--- config.mk ---
export PLATFORM = sky130hd
export DESIGN_NAME = instr_fetch_unit
export DESIGN_NICKNAME = d
export VERILOG_FILES = /design/src/rtl/instr_fetch_unit.sv
export SDC_FILE = /design/constraint.sdc
export NUM_CORES = 1
export LEC_CHECK = 0
export BUFFER_PORTS_ARGS = -buffer_cell sky130_fd_sc_hd__buf_4
export CAP_MARGIN = 0
export CORE_ASPECT_RATIO = 2
export CORE_MARGIN = 1.5
export CORE_UTILIZATION = 45
export DETAILED_ROUTE_END_ITERATION = 8
export HOLD_SLACK_MARGIN = 0.1
export PLACE_DENSITY = 0.69
export SLEW_MARGIN = 20
export SYNTH_ARGS = -nofsm -noshare
export SYNTH_HDL_FRONTEND = slang
export SYNTH_SLANG_ARGS = --single-unit
--- constraint.sdc ---
create_clock -name clk -period 2.2 [get_ports clk]
set_input_delay 0.44 -clock clk [delete_from_list [all_inputs] [get_ports clk]]
set_output_delay 0.44 -clock clk [all_outputs]
set_load 0.02 [all_outputs]
--- src/rtl/instr_fetch_unit.sv ---
// Instruction fetch unit for the 4-bit CPU.
// Holds the PC, fetches bytes over a req/valid handshake, strobes them into the IR,
// waits for execution to finish, then advances or jumps. Stops on the HALT opcode or
// on a memory read timeout.
module instr_fetch_unit #(
  parameter int unsigned ADDR_W        = 4,
  parameter logic [3:0]  HALT_OP       = 4'b1111,
  parameter int unsigned FETCH_TIMEOUT = 15
) (
  input  logic              clk,
  input  logic              reset,
  input  logic              start,
  output logic              mem_req,
  output logic [ADDR_W-1:0] mem_addr,
  input  logic              mem_valid,
  input  logic [7:0]        mem_rdata,
  output logic              ir_load_en,
  output logic [7:0]        instruction_out,
  input  logic              exec_done,
  input  logic              jump_en,
  input  logic [ADDR_W-1:0] jump_addr,
  output logic [ADDR_W-1:0] pc,
  output logic              busy,
  output logic              halted,
  output logic              fault
);

  typedef enum logic [2:0] {
    S_IDLE,
    S_FETCH,
    S_LOAD,
    S_EXEC,
    S_HALTED
  } state_t;

  // Last counter value still allowed to wait; one more empty cycle faults.
  localparam logic [7:0] TIMEOUT_LAST = 8'(FETCH_TIMEOUT - 1);

  state_t            state_q, state_d;
  logic [ADDR_W-1:0] pc_d;
  logic [7:0]        instr_d;
  logic [7:0]        tcnt_q, tcnt_d;
  logic              fault_d;
  logic              req_d, load_d, busy_d, halted_d;

  // Next-state, next-PC, capture and timeout logic; outputs decoded from the next state.
  always_comb begin
    state_d = state_q;
    pc_d    = pc;
    instr_d = instruction_out;
    tcnt_d  = tcnt_q;
    fault_d = fault;
    case (state_q)
      S_IDLE: begin
        if (start) begin
          tcnt_d  = '0;
          state_d = S_FETCH;
        end
      end
      S_FETCH: begin
        // Data arriving on the final allowed cycle still wins over the timeout.
        if (mem_valid) begin
          instr_d = mem_rdata;
          state_d = S_LOAD;
        end else if (tcnt_q == TIMEOUT_LAST) begin
          fault_d = 1'b1;
          state_d = S_HALTED;
        end else begin
          tcnt_d = tcnt_q + 8'd1;
        end
      end
      S_LOAD: begin
        if (instruction_out[7:4] == HALT_OP) state_d = S_HALTED;
        else                                 state_d = S_EXEC;
      end
      S_EXEC: begin
        if (exec_done) begin
          pc_d    = jump_en ? jump_addr : pc + ADDR_W'(1);
          tcnt_d  = '0;
          state_d = S_FETCH;
        end
      end
      S_HALTED: begin
        if (start) begin
          pc_d    = '0;
          fault_d = 1'b0;
          tcnt_d  = '0;
          state_d = S_FETCH;
        end
      end
      default: state_d = S_IDLE;
    endcase

    req_d    = (state_d == S_FETCH);
    load_d   = (state_d == S_LOAD);
    busy_d   = (state_d == S_FETCH) || (state_d == S_LOAD) || (state_d == S_EXEC);
    halted_d = (state_d == S_HALTED);
  end

  // State register and registered outputs; mem_addr tracks the PC so it is valid whenever mem_req is.
  always_ff @(posedge clk) begin
    if (!reset) begin
      state_q         <= S_IDLE;
      pc              <= '0;
      mem_addr        <= '0;
      instruction_out <= '0;
      tcnt_q          <= '0;
      mem_req         <= 1'b0;
      ir_load_en      <= 1'b0;
      busy            <= 1'b0;
      halted          <= 1'b0;
      fault           <= 1'b0;
    end else begin
      state_q         <= state_d;
      pc              <= pc_d;
      mem_addr        <= pc_d;
      instruction_out <= instr_d;
      tcnt_q          <= tcnt_d;
      mem_req         <= req_d;
      ir_load_en      <= load_d;
      busy            <= busy_d;
      halted          <= halted_d;
      fault           <= fault_d;
    end
  end

endmodule
==> results.md, run 1 <==
Synthesis:
- The average instance area after synthesis is 8.88 sq um.
- The post-synthesis cell count is 156.
- The Yosys step of the flow raised 0 warnings.
- After synthesis the cells add up to 1390 sq um.
- The sequential area share after synthesis is around two fifths.
- In the synthesized netlist the async set-or-reset flop fraction comes to 0%.
- The flip-flop cell with the highest count after synthesis is dfxtp_1.
- The count of different cell masters after synthesis is 47.
- The register bit count reported by yosys is 28.
- The number of nets handed over by synthesis was 177.
- Counting flops with a built-in enable in the synthesized netlist gives 0.

Place:
- The estimated wirelength of the detail-placed design is about 2400 microns.
- In this run, placement finished with an instance count of 213.
- The cell area after placement is 1650 sq um.
- The placer's final routability congestion estimate is 0.883.
- In this run the tool buffered the top-level ports with 38 buffer cells.

Clock network:
- Clock tree synthesis selected as its root buffer the cell clkbuf_8.
- The number of setup buffers added after CTS is 0.
- In this run the deepest clock path goes through 2 buffers.
- The clock tree from TritonCTS is done.
- In this run, CTS created clock tree buffers numbering 3.
- The post-CTS resize count is 0.
- Clock tree synthesis found a total of 28 sinks.
- The number of buffers inserted by hold repair at cts is 0.
- The maximum level of the CTS H-tree is 1.
- The clock edge transition at the registers on the reported setup and hold paths is 0.09 ns.
- The latest clock arrival within the worst-skew pair is 0.28 ns.

Route:
- The total vias in the final route is 1261.
- The detail route stage leaves a number of antenna-violating nets equal to 0.
- For this block, the routed nets add up to 3150 microns of wire.
- The number of design rule violations left after detail routing is 0.
- The routed wire length per instance is around 15 microns.
- The first TritonRoute pass finished after 4 iterations.
- The starting DRC count in detailed routing is 29.
- Using the TritonRoute via totals, the vias-per-cell ratio works out to around 5.8.

Critical path:
- For this run, the slowest stage of the critical path takes between 0.5 and 0.6 ns.
- The worst path arrival time is 2.08 ns.
- The worst setup path is launched from a flop.
- The kind of cell adding the most delay to the critical path is simple AND/OR/NAND/NOR gates.
- The library cell contributing the largest single delay on the critical path is or4b_1.
- Counting both buffers and inverters, the worst setup path holds a total of 0.
- The signal on the critical path passes through or4b_1 -> a21o_1 -> or4_1 -> o21ai_1.
- Along the worst path, the maximum fanout reaches 11.
- The critical path is of the flop to flop type.
- The worst setup path is captured at a flop.
- STA puts the critical path data required time at 2.42 ns.

Floorplan:
- The floorplan die area is 3440 sq um.
- The die is 81.5 microns tall.
- The core area is 2940 sq um.
- The number of placed I/O pins is 39.
- The floorplan step set the die width to about 42 microns.
- The count of standard-cell rows is 28.
- Once the floorplan was initialized, standard cells occupied between 40% and 50% of the core.

Worst hold path:
- The path category of the worst min-delay check is primary input to flop.

Pwr:
- VDD sags by at most 0.381 mV.
- In this run the power density over the cells is 614 nW/um^2.
- The leakage component of the power is 0.694 nW.

STA:
- For the finished layout, the period the worst path requires is 1.86 ns.
- The final count of negative-setup-slack endpoints is 0.
- The number of hold-slack violations in the final timing report is 0.
- The transition time at the pin with the least slew margin is 0.452 ns.
- Clock skew on the completed layout was measured at 0.000750 ns.
- Setup repair after global routing left no endpoint under its margin.
- Measured against its own limit, the worst slew margin works out to between 60% and 70%.
- Static timing analysis puts the maximum clock frequency at 538 MHz.
- The summed negative setup slack over all endpoints is 0 ns.
- The worst path uses 84.5% of the clock period.
- The post-route worst hold slack is ~0.39 ns.
- The max-slew violation count is 0.

Outcome:
- The run finished with clean final reports.

Cells and area:
- The count of placed standard cells in the final layout, fillers left out is 217.
- The repair_antennas step left the layout with diodes totalling 0.
- The finished cells cover 1700 sq um.
- The post-route netlist has around a quarter of its cells at a drive strength greater than 1.
- From synthesis to final layout, the design area changed by 22.9%.
- The total number of nets in the final design is 209.

Global routing:
- The overflow left after global routing is 0.
- The number of antenna violations at the first check in global routing is 0.
- The global-route wire length before repair is roughly 5300 microns.
- The via count of the first global-routing pass is 1258.
- The global-route usage over all layers is just under 20%.
- The largest net degree at the start of global routing is 16.

Run:
- Across the run, the number of max-cap violations was 0.
==> kinds of logic after synthesis <==
logic type | Yosys count | synth area share, %
mux | 9 | 6.59
compound gates | 38 | 18.2
simple gates | 63 | 26.1
buf+inv | 15 | 5.96
fa+ha+maj | 3 | 2.71
flops | 28 | 40.5
==> placed cells by master, fill, tap and decap left out, types with 3 or more instances in the layout <==
| cell type | netlist | layout |
|---|---|---|
| a211oi_1 | 4 | 4 |
| ha_1 | 3 | 3 |
| buf_4 | 4 | 40 |
| o21ai_1 | 3 | 3 |
| nor2_1 | 14 | 14 |
| nor3b_1 | 3 | 3 |
| or4_1 | 3 | 3 |
| o31ai_1 | 4 | 4 |
| nand2_1 | 10 | 10 |
| o21ai_0 | 3 | 3 |
| dfxtp_1 | 28 | 28 |
| and2_1 | 3 | 3 |
| clkbuf_8 | 0 | 4 |
| a21oi_1 | 11 | 11 |
| mux2i_1 | 8 | 8 |
| nand3_1 | 5 | 5 |
==> Yosys cell counts (all sizes together) (2+ instances only) <==
cell type  count  area, sq um
and3           2         12.5
nand2         10         37.5
dfxtp         28          561
or4b           2         20.0
mux2i          8         80.1
a31oi          2         12.5
and3b          2         17.5
a21oi         11         55.1
buf            9         60.1
or2            2         12.5
and2           3         18.8
o21ai          6         30.0
nand4          2         12.5
nor2b          2         12.5
or2b           2         15.0
clkbuf         4         15.0
nand3          5         25.0
a211oi         4         30.0
nor3b          3         22.5
nor2          15         58.8
ha             3         37.5
or3b           2         17.5
inv            2         7.51
a22oi          2         15.0
or4            3         22.5
o31ai          4         30.0
nor3           2         10.0
nand2b         2         12.5
==> worst reg2reg max path, delay by kind of cell (launching register included) <==
kind,cells,cell delay (ns)
flip-flops,1,0.41
AND/OR/NAND/NOR,2,1.04
AO/OA/AOI/OAI,2,0.34
==> registers in the layout, summed over array words and instances, names as in the netlist <==
register,cells
tcnt_q,8
busy,1
state_q,3
fault,1
halted,1
pc,4
ir_load_en,1
mem_req,1
instruction_out,8
==> final cells by class <==
class                           instances  area (sq um)
Timing Repair Buffer                   40           300
Fill cell                             253          1240
Clock buffer                            4          55.1
Tap cell                               30          37.5
Inverter                                2          7.51
Sequential cell                        28           561
Multi-Input combinational cell        113           742
==> metrics by stage <==
step	total power [W]	setup WS (ns)	util, %
after global routing	0.00109	0.212	57.9
after global placement	0.000730	0.311	56.0
after CTS	0.00105	0.353	57.9
final	0.00104	0.342	57.9
after floorplan	0.000666	0.490	-
after detailed placement	0.000735	0.273	56.0
==> worst paths after layout <==
kind	start	to	slack (ns)	cells past startpoint
worst max-delay path	state_q[2]	tcnt_q[6]	0.34	4
worst min-delay path	mem_rdata[3]	instruction_out[3]	0.39	3
worst max register to register	state_q[2]	tcnt_q[6]	0.34	4
worst min register to register	fault	fault	0.47	2
==> per-layer routing <==
layer / vias to the layer above / share of wire, % / global-route usage, %
li1: 629 / - / -
met1: 584 / 36 / 19.4
met2: 42 / 57 / 38.3
met3: 6 / 4.6 / 1.76
met4: 0 / 2.1 / 10.3
met5: - / 0 / 0
==> power by group <==
part	switching [W]	internal, W
clock network	0.000162	0.000161
logic	0.0000942	0.0000857
registers	0.0000171	0.000525
total	0.000273	0.000771
No activity file was read; power rests on OpenSTA's default activity.
==> run 2: changes to the inputs <==
--- a/config.mk
+++ b/config.mk
@@ -5,6 +5,7 @@
 export SDC_FILE = /design/constraint.sdc
 export NUM_CORES = 1
 export LEC_CHECK = 0
+export ABC_AREA = 1
 export BUFFER_PORTS_ARGS = -buffer_cell sky130_fd_sc_hd__buf_4
 export CAP_MARGIN = 0
 export CORE_ASPECT_RATIO = 2
==> constraint.sdc (replaced) <==
create_clock -name clk -period 1.75 [get_ports clk]
set_input_delay 0.35 -clock clk [delete_from_list [all_inputs] [get_ports clk]]
set_output_delay 0.35 -clock clk [all_outputs]
set_load 0.02 [all_outputs]
==> results.md, run 2 <==
Global routing:
- The global-route usage over all layers is 19.9% (+0.43 points).
- The overflow left after global routing came to 0 (unchanged).
- The global-route wire length before repair was 5620 microns (+5.4%).
- The largest net degree at the start of global routing is 15 (-1).
- The number of antenna violations at the first check in global routing is 0 (unchanged).
- The via count of the first global-routing pass came to 1310 (+4.1%).

Place:
- The cell total after placement is 282 (+32%).
- The number of buffer cells added on primary ports is 38 (unchanged).
- The worst slack at placement is 0.316 ns (+0.0438 ns).
- The placer's final routability congestion estimate was 0.825 (-6.6%).
- The estimated wirelength of the detail-placed design is 2680 microns (+9.8%).

Clock network:
- The number of buffers inserted by hold repair at cts is 0 (unchanged).
- The post-CTS resize count is 0 (unchanged).
- The maximum level of the CTS H-tree came to 1 (unchanged).
- The number of buffers inserted to repair setup after CTS is 0 (unchanged).
- The number of clock sinks is 28 (unchanged).
- The clock edge transition at the registers on the reported setup and hold paths is 0.09 ns (about the same).
- TritonCTS built the clock tree.
- Clock tree synthesis selected as its root buffer the cell clkbuf_8.
- The latest clock arrival within the worst-skew pair is 0.27 ns (about the same).
- The maximum count of clock buffers along a single path is 2 (unchanged).
- The TritonCTS buffer count came to 3 (unchanged).

Cells and area:
- The total number of nets in the final design is 277 (+33%).
- The filler cell count is 323 (+28%).
- The core utilization of the finished layout came to 57.7% (-0.13 points).
- The library cells used most frequently in the layout, excluding fill and tap cells, are nand2_1, nor2_1, buf_4, dfxtp_1, a21oi_1.
- The proportion of layout cells with a drive suffix above 1 is 20.9% (-5.9 points).
- The multi-input combinational cell area is 797 sq um (+7.4%).
- The number of diodes added for antenna fixing was 0 (unchanged).
- The count of placed standard cells in the final layout, fillers left out is 285 (+31%).
- The sequential cell area is 561 sq um (unchanged).
- In the final layout, the registers with the most flip-flops are instruction_out (8), tcnt_q (8), pc (4).
- The most common library cell in the layout ignoring fill and taps is nand2_1.
- The area growth from synthesis to layout is 23.7%.

Critical path:
- The endpoint of the worst setup timing path is tcnt_q[5].
- Counting stages on the worst path, the most repeated cell is nand2_1.
- The setup slack of the worst register-to-register path is 0.29 ns (-0.05 ns).
- The delay of the slowest cell on the worst path is 0.40 ns (-0.15 ns).
- The library cell contributing the largest single delay on the critical path is dfxtp_1.
- The element type at the critical path start is a flop.
- The buffers plus inverters on the worst setup path came to 1 (+1).
- The worst reg2reg path endpoint is tcnt_q[5].
- In this run the critical register-to-register path is launched from tcnt_q[0].
- The signal on the critical path passes through inv_1 -> ha_1 -> nand2_1 -> nor2_1 -> nand2_1 -> nor2_1 -> nor2_4 -> nand2_1 -> a21oi_1.
- In this run the worst setup path begins at tcnt_q[0].
- The maximum fanout along the worst path was 8 (-3).
- The type of destination of the critical path is a flop.
- The depth of the critical timing path with buffers and inverters included is 9 (+5).
- The critical path is of the flop to flop type.
- The worst reg-to-reg path cell count was 9 (+5).
- The critical path data required time came to 1.96 ns (-0.46 ns).
- The kind of cell adding the most delay to the critical path is simple AND/OR/NAND/NOR gates.
- The worst path arrival time is 1.67 ns (-0.41 ns).

STA:
- The worst max-slew margin expressed relative to the limit is 75.0% (+5.1 points).
- The max-slew violation count is 0 (unchanged).
- Setup repair after global routing left no endpoint under its margin.
- The worst clock skew on the final layout was 0.00448 ns (+0.00373 ns).
- The transition time at the pin with the least slew margin is 0.376 ns (-0.0760 ns).
- The final count of negative-setup-slack endpoints came to 0 (unchanged).
- The post-route minimum period is 1.46 ns (-0.398 ns).
- The final critical-path setup slack is 0.290 ns (-0.0516 ns).
- The summed negative setup slack over all endpoints is 0 ns (unchanged).
- The fmax is 685 MHz (+27%).
- The number of hold-slack violations in the final timing report is 0 (unchanged).
- The final critical-path share of the clock period is 83.4% (-1.0 points).

Worst hold path:
- In this run the worst hold path is classified as primary input to flop.

Synthesis:
- The cell area after technology mapping is 1460 sq um (+5.1%).
- The sequential area share after synthesis is 38.5% (-2.0 points).
- The fraction of synthesis flops using an asynchronous set or reset pin is 0% (unchanged).
- The count of warnings emitted by yosys is 0 (unchanged).
- The post-synthesis cell count came to 217 (+39%).
- The commonest cells after synthesis are nand2_1, nor2_1, dfxtp_1.
- The count of different cell masters after synthesis is 27 (-43%).
- The synthesized design spends more area on one cell type than any other, namely dfxtp_1.
- The area share of the leading cell type in the synthesized netlist came to 38.5% (-2.0 points).
- The register bit count reported by yosys is 28 (unchanged).
- The net count after synthesis is 238 (+34%).
- By instance count, the leading cell after synthesis is nand2_1.
- The flip-flop cell with the highest count after synthesis is dfxtp_1.
- Sorting the synthesized cells by area gives the leading types as dfxtp_1, nand2_1, nor2_1, a21oi_1, o21ai_0.
- The average instance area after synthesis is 6.71 sq um (-24%).
- The number of enable flip-flop cells after synthesis is 0 (unchanged).

Floorplan:
- The number of placed I/O pins is 39 (unchanged).
- The floorplan die area is 3610 sq um (+4.9%).
- The width of the die came to 43.2 microns (+2.4%).
- The core area is 3120 sq um (+6.0%).
- The height of the chip was 83.5 microns (+2.4%).
- The initial cell density of the core came to 46.7% (-0.39 points).
- The count of standard-cell rows is 29 (+3.6%).

Route:
- The routed wire length per instance is 11.5 microns (-21%).
- The routed wire length is 3280 microns (+4.0%).
- The number of design rule violations left after detail routing is 0 (unchanged).
- The post-detailed-route count of antenna-violating nets is 0 (unchanged).
- The ratio of routed vias to standard cells is 5.02 (-14%).
- The total vias in the final route is 1430 (+13%).
- The total iterations of the first detailed-routing run is 4 (unchanged).
- The starting DRC count in detailed routing is 17 (-41%).

Outcome:
- The flow ran to the end, and the final reports show no timing, DRC or antenna violations.

Run:
- The max-cap check violation count is 0 (unchanged).

Pwr:
- The worst-case vdd ir drop is 0.635 mV (+67%).
- The total chip power was 0.00133 W (+27%).
- The power density relative to cell area is 737 nW/um^2 (+20%).
- The leakage component of the power came to 0.792 nW (+14%).
## run 2: cells by family after synthesis
logic type	share of synthesized area, %
buffers and inverters	6.79
DFF	38.5
xor gates and xnor gates	2.41
AOI/OAI and AO/OA	12.8
and+or+nand+nor	36.9
adders and majority gates	2.58
## run 2: worst min-delay path by stage
stage | start | to | slack [ns] | cells after the start
5_1_grt | mem_rdata[0] | instruction_out[0] | 0.32 | 3
4_1_cts | mem_rdata[7] | instruction_out[7] | 0.32 | 3
6_report | mem_rdata[0] | instruction_out[0] | 0.32 | 3
3_3_place_gp | instruction_out[3] | instruction_out[3] | 0.46 | 2
3_5_place_dp | instruction_out[3] | instruction_out[3] | 0.47 | 2
2_1_floorplan | tcnt_q[7] | tcnt_q[7] | 0.47 | 2
## run 2: cell type report
type / instances / share of cell area [%]
clock buffer: 3 / 2.29
inverter: 15 / 3.12
multi-input combinational: 167 / 44.2
sequential: 28 / 31.1
timing repair buffer: 41 / 17.1
tap: 31 / 2.15
## run 2: where the power goes
| part | switching, W | total (W) | internal [W] |
|---|---|---|---|
| Sequential | 0.0000271 | 0.000697 | 0.000670 |
| Clock | 0.000186 | 0.000341 | 0.000155 |
| Combinational | 0.000173 | 0.000290 | 0.000117 |
| Total | 0.000386 | 0.00133 | 0.000942 |
## run 2: tightest hold or removal path, stage by stage
cell	delay, ns
buf_4	0.07
o21ai_0	0.07
nor2_1	0.07
## run 2: metrics by stage
stage / hold WS (ns) / area [sq um]
final: 0.320 / 1800
after global routing: 0.322 / 1800
after CTS: 0.321 / 1800
after detailed placement: 0.474 / 1760
after global placement: 0.464 / 1760
after floorplan: 0.472 / 1460
## run 2: per-layer routing
metal,part of all wire (%),track usage (%)
met1,37,20.7
met3,2.0,1.52
met2,58,37.4
met4,2.7,9.37
met5,0,0
==> run 3: changes to the inputs <==
--- a/config.mk
+++ b/config.mk
@@ -13,7 +13,7 @@
 export CORE_UTILIZATION = 45
 export DETAILED_ROUTE_END_ITERATION = 8
 export HOLD_SLACK_MARGIN = 0.1
-export PLACE_DENSITY = 0.69
+export PLACE_DENSITY = 0.72
 export SLEW_MARGIN = 20
 export SYNTH_ARGS = -nofsm -noshare
 export SYNTH_HDL_FRONTEND = slang
==> constraint.sdc (replaced) <==
create_clock -name clk -period 1.19 [get_ports clk]
set_input_delay 0.238 -clock clk [delete_from_list [all_inputs] [get_ports clk]]
set_output_delay 0.238 -clock clk [all_outputs]
set_load 0.02 [all_outputs]
==> results.md, run 3 (synthesized netlist as in run 2, its figures left out) <==
Outcome:
- The run finished, with violations left.
- The final reports fail on setup timing.

Critical path:
- The critical path data required time is 1.40 ns (-0.56 ns).
- The library cell contributing the largest single delay on the critical path is dfxtp_2.
- The maximum fanout along the worst path is 8 (unchanged).
- The element type at the critical path start is a flop.
- The delay of the slowest cell on the worst path came to 0.37 ns (-0.03 ns).
- The setup slack of the worst register-to-register path is -0.16 ns (-0.45 ns).
- The worst setup path is of the flop to flop kind.
- The kind of cell adding the most delay to the critical path is simple AND/OR/NAND/NOR gates.
- The type of destination of the critical path is a flop.
- The signal on the critical path passes through inv_2 -> ha_4 -> nand2_4 -> nor2_4 -> nand2_2 -> nor2_4 -> nor2_4 -> nand2_1 -> a21oi_1.
- The worst reg2reg path endpoint is tcnt_q[3].
- The most frequent cell on the critical path is nor2_4.
- The buffers plus inverters on the worst setup path came to 1 (unchanged).
- The worst reg-to-reg path cell count was 9 (unchanged).
- The worst path arrival time is 1.55 ns (-0.12 ns).
- The startpoint identified for the worst register-to-register timing path is tcnt_q[0].

Floorplan:
- The floorplan die area came to 3610 sq um (unchanged).
- The number of placed I/O pins is 39 (unchanged).
- The core area is 3120 sq um (unchanged).
- The count of standard-cell rows is 29 (unchanged).
- The initial cell density of the core was 46.7% (unchanged).
- The width of the die came to 43.2 microns (unchanged).
- The height of the chip is 83.5 microns (unchanged).

Clock network:
- The maximum count of clock buffers along a single path is 2 (unchanged).
- The clock edge transition at the registers on the reported setup and hold paths came to 0.09 ns (about the same).
- The latest clock arrival within the worst-skew pair was 0.27 ns (about the same).
- The clock tree from TritonCTS is done.
- The maximum level of the CTS H-tree is 1 (unchanged).
- The CTS root buffer is clkbuf_8.
- The number of clock sinks is 28 (unchanged).
- The TritonCTS buffer count is 3 (unchanged).

Cells and area:
- Leaving out fill and tap cells, the most frequent cell in the layout is buf_4.
- The number of diodes added for antenna fixing is 0 (unchanged).
- The total number of nets in the final design is 307 (+11%).
- The area growth from synthesis to layout is 55.1%.
- In the layout the commonest cells are buf_4, nand2_1, nor2_1, dfxtp_1, nand2_2.
- The filler cell count is 254 (-21%).
- The proportion of layout cells with a drive suffix above 1 is 46.5% (+26 points).
- The count of placed standard cells in the final layout, fillers left out is 315 (+11%).
- The largest registers in the layout are instruction_out (8), tcnt_q (8), pc (4).

Global routing:
- The via count of the first global-routing pass is 1523 (+16%).
- The global-route usage over all layers is 22.0% (+2.1 points).
- The overflow left after global routing was 0 (unchanged).
- The largest net degree at the start of global routing is 15 (unchanged).
- The global-route wire length before repair is 6220 microns (+11%).
- The number of antenna violations at the first check in global routing was 0 (unchanged).

STA:
- The transition time at the pin with the least slew margin was 0.390 ns (+0.0146 ns).
- The post-route minimum period is 1.35 ns (-0.115 ns).
- The worst clock skew on the final layout is 0.00375 ns (-0.000730 ns).
- Setup repair after global routing could not meet its margin everywhere.
- The final count of negative-setup-slack endpoints is 23 (+23).
- The worst max-slew margin expressed relative to the limit is 74.0% (-0.97 points).
- The number of hold-slack violations in the final timing report is 0 (unchanged).
- The post-route worst hold slack is 0.206 ns (-0.115 ns).
- The fmax is 743 MHz (+8.5%).
- The final critical-path setup slack is -0.155 ns (-0.445 ns).
- The max-slew violation count is 0 (unchanged).
- The final critical-path share of the clock period came to 113% (+30 points).

Place:
- The placer's final routability congestion estimate came to 0.830 (+0.63%).
- The cell total after placement came to 304 (+7.8%).
- The estimated wirelength of the detail-placed design is 2820 microns (+5.4%).
- The number of buffer cells added on primary ports came to 38 (unchanged).

Pwr:
- The portion of total power attributed to sequential cells is 47.4% (-5.1 points).
- The cell-internal power was 0.00151 W (+61%).
- The leakage component of the power is 0.992 nW (+25%).
- The net switching power is 0.000659 W (+71%).
- The power share of the clock group is 23.3% (-2.3 points).
- The worst-case vdd ir drop is 0.920 mV (+45%).
- The switching part of the total power is 30.3% (+1.2 points).
- The power density relative to cell area is 962 nW/um^2 (+31%).
- The combinational cell fraction of total power was 29.2% (+7.3 points).

Route:
- The starting DRC count in detailed routing was 27 (+10).
- The number of design rule violations left after detail routing was 0 (unchanged).
- The ratio of routed vias to standard cells is 5.22 (+4.0%).
- The total vias in the final route is 1644 (+15%).
- The post-detailed-route count of antenna-violating nets was 0 (unchanged).
- The total iterations of the first detailed-routing run is 4 (unchanged).
- The routed wire length per instance is 12.7 microns (+10%).
- The routed wire length came to 3990 microns (+22%).

Worst hold path:
- The startpoint identified for the worst hold timing path is mem_rdata[7].
- The instance count along the most critical hold path is 3 (unchanged).
- The path category of the worst min-delay check is primary input to flop.
- For hold timing, the worst endpoint is instruction_out[7].

Run:
- The max-cap check violation count is 0 (unchanged).
run 3: cell types whose count changed in the layout (fill, tap and decap cells not counted), sizes merged:
| cell | change |
|---|---|
| buf | +30 |
run 3: area by class of cell:
type                            instances  area, sq um  share of cell area, %
Inverter                               15         56.3                   2.49
Timing Repair Buffer                   71          564                   25.0
Multi-Input combinational cell        167          977                   43.3
Clock buffer                            3         41.3                   1.83
Tap cell                               31         38.8                   1.72
Sequential cell                        28          581                   25.7
run 3: how the worst max path moves through the flow:
stage	start	end	slack, ns	depth (start not counted)
global route	tcnt_q[0]	tcnt_q[3]	-0.24	9
CTS	tcnt_q[0]	tcnt_q[3]	-0.11	9
detailed placement	tcnt_q[1]	tcnt_q[6]	-0.16	7
floorplan	tcnt_q[0]	tcnt_q[0]	0.004	9
finish	tcnt_q[0]	tcnt_q[3]	-0.16	9
global placement	tcnt_q[1]	tcnt_q[6]	-0.15	7
run 3: per-stage QoR:
step                area [sq um]  total power [W]  setup TNS (ns)  setup slack [ns]  util, %
floorplan                   1460          0.00131               0           0.00429        -
global placement            1930          0.00153           -1.51            -0.152     61.8
finish                      2260          0.00217           -2.12            -0.155     72.4
CTS                         2010          0.00205           -1.00            -0.111     64.5
detailed placement          1930          0.00154           -2.10            -0.156     61.8
global route                2260          0.00228           -4.04            -0.239     72.4
run 3: repair_timing:
action | in CTS | in global routing
gates resized for setup | 14 | 57
pin swaps | 11 | 25
hold endpoints to repair | 0 | 0
hold buffers | 0 | 0
buffers inserted | 0 | 8
setup endpoints to repair | 27 | 27
run 3: metal layers:
layer	GRT usage (%)	wire, microns
met5	0	0
met4	13.8	193
met3	2.16	112
met1	20.4	1320
met2	41.8	2360
run 3: power by group through the flow:
stage / logic, W / registers (W) / clock network [W]
2_1_floorplan: 0.000224 / 0.00109 / 0
3_3_place_gp: 0.000486 / 0.00104 / 0
3_5_place_dp: 0.000490 / 0.00104 / 0
4_1_cts: 0.000496 / 0.00102 / 0.000525
5_1_grt: 0.000683 / 0.00104 / 0.000557
6_report: 0.000635 / 0.00103 / 0.000507
run 3: worst min-delay path: cells and delay by family:
| kind | cells | cell delay [ns] |
|---|---|---|
| and+or+nand+nor | 1 | 0.08 |
| AOI/OAI and AO/OA | 1 | 0.05 |
| buffers and inverters | 1 | 0.08 |
